==> config.mk <==
export PLATFORM = sky130hd
export DESIGN_NAME = wm_embed_pipe
export DESIGN_NICKNAME = d
export VERILOG_FILES = /design/src/rtl/wm_embed_pipe.sv
export SDC_FILE = /design/constraint.sdc
export NUM_CORES = 1
export LEC_CHECK = 0
export ABC_AREA = 1
export CAP_MARGIN = 40
export CORE_MARGIN = 4
export CORE_UTILIZATION = 51
export DETAILED_ROUTE_END_ITERATION = 12
export PLACE_DENSITY = 0.79
export SLEW_MARGIN = 10
export SYNTH_ARGS = -nofsm -noshare
export SYNTH_HDL_FRONTEND = slang
export SYNTH_SLANG_ARGS = --single-unit
export TNS_END_PERCENT = 30
==> constraint.sdc <==
create_clock -name clk -period 3.4 [get_ports clk]
set_input_delay 0.51 -clock clk [delete_from_list [all_inputs] [get_ports clk]]
set_output_delay 0.51 -clock clk [all_outputs]
set_load 0.1 [all_outputs]
==> src/rtl/wm_embed_pipe.sv <==
// Two-stage watermark embedder: S1 averages the input channels and grabs LFSR
// watermark bits, S2 inserts them into the pixel according to the sample's mode.
module wm_embed_pipe #(
   parameter int          PIX_W     = 8,
   parameter int          NCH       = 4,
   parameter int          WM_BITS   = 2,
   parameter logic [15:0] LFSR_SEED = 16'hACE1
) (
   input  logic                   clk,
   input  logic                   rst,
   input  logic [1:0]             mode,
   input  logic                   in_valid,
   output logic                   in_ready,
   input  logic [NCH*PIX_W-1:0]   pix_in,
   output logic                   out_valid,
   input  logic                   out_ready,
   output logic [PIX_W-1:0]       pix_out,
   output logic [WM_BITS-1:0]     wm_out,
   output logic [15:0]            sample_cnt
);

   localparam int          LOG_NCH = $clog2(NCH);
   localparam int          SUM_W   = PIX_W + LOG_NCH;
   localparam logic [15:0] SEED    = (LFSR_SEED == 16'h0000) ? 16'h0001 : LFSR_SEED;

   logic                 s1_vld_q, s1_vld_d;
   logic [PIX_W-1:0]     s1_avg_q, s1_avg_d;
   logic [WM_BITS-1:0]   s1_wm_q, s1_wm_d;
   logic [1:0]           s1_mode_q, s1_mode_d;
   logic                 s2_vld_q, s2_vld_d;
   logic [PIX_W-1:0]     pix_q, pix_d;
   logic [WM_BITS-1:0]   wm_q, wm_d;
   logic [15:0]          lfsr_q, lfsr_d;
   logic [15:0]          sample_cnt_q, sample_cnt_d;

   logic [SUM_W-1:0]     sum;
   logic [PIX_W-1:0]     avg;
   logic [PIX_W-1:0]     ins_pix;
   logic                 fb;
   logic                 s2_load;
   logic                 in_xfer;
   logic                 out_xfer;

   // Sum is wide enough for NCH full-scale channels, so the shift never overflows.
   always_comb begin
      sum = '0;
      for (int k = 0; k < NCH; k++)
         sum = sum + SUM_W'(pix_in[k*PIX_W +: PIX_W]);
      avg = sum[SUM_W-1:LOG_NCH];
   end

   always_comb begin
      case (s1_mode_q)
         2'b01:   ins_pix = {s1_avg_q[PIX_W-1:WM_BITS], s1_wm_q};
         2'b10:   ins_pix = s1_avg_q ^ PIX_W'(s1_wm_q);
         default: ins_pix = s1_avg_q;
      endcase
   end

   assign fb       = lfsr_q[15] ^ lfsr_q[13] ^ lfsr_q[12] ^ lfsr_q[10];
   assign out_xfer = s2_vld_q & out_ready;
   assign s2_load  = s1_vld_q & (~s2_vld_q | out_ready);
   assign in_ready = ~rst & (~s1_vld_q | s2_load);
   assign in_xfer  = in_valid & in_ready;

   always_comb begin
      s1_vld_d     = in_xfer | (s1_vld_q & ~s2_load);
      s1_avg_d     = s1_avg_q;
      s1_wm_d      = s1_wm_q;
      s1_mode_d    = s1_mode_q;
      lfsr_d       = lfsr_q;
      s2_vld_d     = s2_load | (s2_vld_q & ~out_ready);
      pix_d        = pix_q;
      wm_d         = wm_q;
      sample_cnt_d = sample_cnt_q + {15'd0, out_xfer};
      if (in_xfer) begin
         s1_avg_d  = avg;
         s1_wm_d   = lfsr_q[WM_BITS-1:0];
         s1_mode_d = mode;
         lfsr_d    = {lfsr_q[14:0], fb};
      end
      if (s2_load) begin
         pix_d = ins_pix;
         wm_d  = s1_wm_q;
      end
   end

   always_ff @(posedge clk) begin
      if (rst) begin
         s1_vld_q     <= 1'b0;
         s1_avg_q     <= '0;
         s1_wm_q      <= '0;
         s1_mode_q    <= 2'b00;
         s2_vld_q     <= 1'b0;
         pix_q        <= '0;
         wm_q         <= '0;
         lfsr_q       <= SEED;
         sample_cnt_q <= 16'd0;
      end else begin
         s1_vld_q     <= s1_vld_d;
         s1_avg_q     <= s1_avg_d;
         s1_wm_q      <= s1_wm_d;
         s1_mode_q    <= s1_mode_d;
         s2_vld_q     <= s2_vld_d;
         pix_q        <= pix_d;
         wm_q         <= wm_d;
         lfsr_q       <= lfsr_d;
         sample_cnt_q <= sample_cnt_d;
      end
   end

   assign out_valid  = s2_vld_q;
   assign pix_out    = pix_q;
   assign wm_out     = wm_q;
   assign sample_cnt = sample_cnt_q;

endmodule
==> summary.md <==
| Metric | Value |
|---|---|
| CP arrival | `between 3 and 4 ns` |
| Leakage | `~2.0 nW` |
| Initial detailed-routing violation count | `just over 90` |
| Startpoint type of the worst setup path | `input pin` |
| Power density cells | `just under 400 mW/mm2` |
| Cell Area, Synth | `just over 0.003 mm2` |
| Worst min path class | `register to register` |
| H-tree depth | `2` |
| Pins Over Slew Limit | `0` |
| Multi-input gate area | `around 0.0015 mm2` |
| Clock Latency Late Sink | `0.31 ns` |
| Chip height | `85.0 um` |
| R2R setup slack | `approximately 1.7 ns` |
| Minimum clock period | `3.14 ns` |
| Routing usage on met3 | `under 10%` |
| Critical Path End Type | `register` |
| Gate Count Post-Synth | `~400` |
| Number of CTS-inserted buffers | `5` |
| Vias in the first global route | `2730` |
| Antenna Cells | `0` |
| Post-route clock period utilization | `between 90 and 100%` |
| Clock root buffer | `clkbuf_8` |
| ANT nets after route | `0` |
| GR peak layer | `met2` |
| Final Util | `74.9%` |
| GR Util met1 | `roughly 22%` |
| Clock skew | `approximately 0.0057 ns` |
| Worst-path fanout max | `3` |
| Cts repair resizes | `0` |
| Grt ovf | `0` |
| Syn Nets | `approximately 470` |
| Syn-to-layout area delta | `39.9%` |
| Max_cap viols | `0` |
| Final hold vios | `0` |
| Seq/Total Area, Yosys | `between 30% and 40%` |
| Core Box Area | `0.00564 mm2` |
| Via density per instance | `~5` |
| Initial Utilization | `~54%` |
| CTS sink count | `between 50 and 60` |
| Outcome | `complete, no violations` |
| Unique masters post-synth | `32` |
| DIE AREA | `just over 0.007 mm2` |
| Routed WL per cell | `12.3 um` |
| CTS tree | `built` |
| Rows | `27` |
| Yosys reg bits | `54` |
| Chip Width | `between 80 and 90 um` |
| Crit Path Class | `input pin to register` |
| Residual DRC | `0` |
| Port bufs | `65` |
| Initial antenna violation count | `0` |
| RSZ-0062 raised after global routing | `false` |
| Largest net degree at the start of global routing | `38` |
| Total track usage | `between 10% and 20%` |
| Met2 GRT Util | `a little over a third` |
| Clk pin slew, worst setup/hold paths | `roughly 0.080 ns` |
| FMAX | `about 0.32 GHz` |
| Worst Max-Slew Pin Slew | `between 0.5 and 0.6 ns` |
| CP Data Required Time | `between 3 and 4 ns` |
| Pre-CTS WS | `-0.0421 ns` |
| Post-CTS Hold Buffers | `0` |
| First-pass GRT wire length | `between 10000 and 15000 um` |
| Max clock buf depth | `2` |
| Cell area after layout | `between 0.004 and 0.005 mm2` |
| Reg area | `about 0.0011 mm2` |
| # Post-CTS Setup Buffers | `0` |
| Share of cells above drive strength 1 | `between 10% and 20%` |
| RePlAce Congestion | `slightly above 0.8` |
| Final setup vio count | `0` |
| Area post-placement | `approximately 0.0041 mm2` |
| Final #Nets | `558` |
| Final worst slack | `about 0.26 ns` |
| Via count | `approximately 2800` |
| TritonRoute pass-1 iters | `4` |
| Peak supply drop | `a little over 0.2 mV` |
| Synth Warn # | `0` |
| FILL cells | `about 420` |
| IO Pins | `66` |
| Dpl hpwl | `about 5700 um` |
| Syn_area_per_cell | `between 7 and 8 um2` |
| Final wirelength | `roughly 7000 um` |
| Slew HR | `between 60% and 70%` |
flip-flops by register name (all words and copies together), names as in the netlist:
name	flops
sample_cnt	16
wm_out	2
s1_wm_q	1
s1_mode_q	2
lfsr_q	15
s1_avg_q	8
pix_out	8
s1_vld_q	1
out_valid	1
critical path, stage by stage:
cell and delay, ns:
clkdlybuf4s50_1 0.46, inv_1 0.06, fa_1 0.52, inv_1 0.05, fa_1 0.50, nand2_1 0.05, nor2_1 0.15, inv_1 0.07
fa_1 0.38, nand3b_1 0.16, nand2_1 0.10, nand2_1 0.06, nand2_1 0.09, or2_2 0.11, nand3_1 0.05, nand2_1 0.07
cells in the final DEF, fill, tap and decap left out, types with 2 or more instances in the layout:
master | synthesis | routed
nand4_1 | 3 | 3
buf_4 | 0 | 3
nand3_2 | 3 | 3
fa_1 | 16 | 16
buf_8 | 0 | 27
nor2_1 | 31 | 31
clkdlybuf4s50_1 | 0 | 64
inv_1 | 100 | 100
dfxtp_1 | 54 | 54
xor2_1 | 4 | 4
nand3_1 | 26 | 26
inv_2 | 2 | 2
o211ai_1 | 3 | 3
a21oi_1 | 22 | 22
o21ai_0 | 25 | 25
nand2_1 | 56 | 56
clkbuf_8 | 0 | 6
xnor2_1 | 5 | 5
o21ai_1 | 13 | 13
nor3_1 | 5 | 5
ha_1 | 11 | 11
cells by family after synthesis:
kind of cell	after synthesis	synth area share, %
and+or+nand+nor	133	20.1
buffers and inverters	112	14.8
AOI/OAI and AO/OA	66	11.6
DFF	54	35.8
adders and majority gates	27	15.2
xor gates and xnor gates	9	2.61
per-layer routing:
| metal | part of all wire [%] | vias up |
|---|---|---|
| li1 | - | 1408 |
| met1 | 40 | 1278 |
| met2 | 52 | 75 |
| met3 | 4.6 | 21 |
| met4 | 3.1 | 0 |
| met5 | 0 | - |
report_power, final:
part / leakage (nW) / switching (mW) / internal (mW) / total (mW)
Clock: 0.0482 / 0.196 / 0.165 / 0.361
Combinational: 1.47 / 0.324 / 0.235 / 0.559
Sequential: 0.443 / 0.0284 / 0.681 / 0.709
stage by stage:
step                TNS [ns]  hold WS [ns]  instances  power [mW]
floorplan                  0         0.428        401        1.11
global placement           0         0.440        531        1.22
detailed placement   -0.0636         0.454        558        1.28
CTS                        0         0.474        566        1.64
global route               0         0.503        566        1.73
finish                     0         0.474        566        1.63
area by class of cell:
class                           instances  share of cell area [%]
Timing Repair Buffer                   95                    25.7
Clock inverter                          1                   0.118
Tap cell                               72                    2.13
Clock buffer                            7                    2.04
Inverter                              102                    9.06
Multi-Input combinational cell        235                    35.3
Sequential cell                        54                    25.6
worst paths after layout:
check / startpoint / end / cells after the start
worst max register to register: out_valid$_SDFF_PP0_ / sample_cnt[14]$_SDFF_PP0_ / 9
worst max-delay path: pix_in[1] / s1_avg_q[5]$_SDFFE_PP0P_ / 16
worst min-delay path: lfsr_q[7]$_SDFFE_PP1P_ / lfsr_q[8]$_SDFFE_PP0P_ / 2
worst min register to register: lfsr_q[7]$_SDFFE_PP1P_ / lfsr_q[8]$_SDFFE_PP0P_ / 2
cells in the mapped netlist:
cell	instances	share of area, %
inv_1	100	12
nor2_1	31	3.9
nor3_1	5	0.83
o21ai_0	25	4.1
or2_0	1	0.21
inv_2	2	0.25
xnor2_1	5	1.4
o21bai_1	1	0.25
o31ai_1	1	0.25
o21ai_1	13	2.2
nor3_4	1	0.54
nor2_2	1	0.21
buf_6	3	1.1
nand2_2	1	0.21
a21oi_1	22	3.6
nand3b_1	1	0.25
nand3_2	3	0.99
nand3_1	26	4.3
nand4_1	3	0.62
dfxtp_1	54	36
ha_1	11	4.6
clkbuf_1	4	0.50
buf_2	3	0.50
fa_1	16	11
nor3_2	1	0.33
nand2_1	56	7.0
nor2_4	1	0.37
o211ai_1	3	0.75
xor2_1	4	1.2
a22oi_2	1	0.41
or2_2	1	0.21
nor4_1	1	0.21
(Power assumes the default switching activity.)
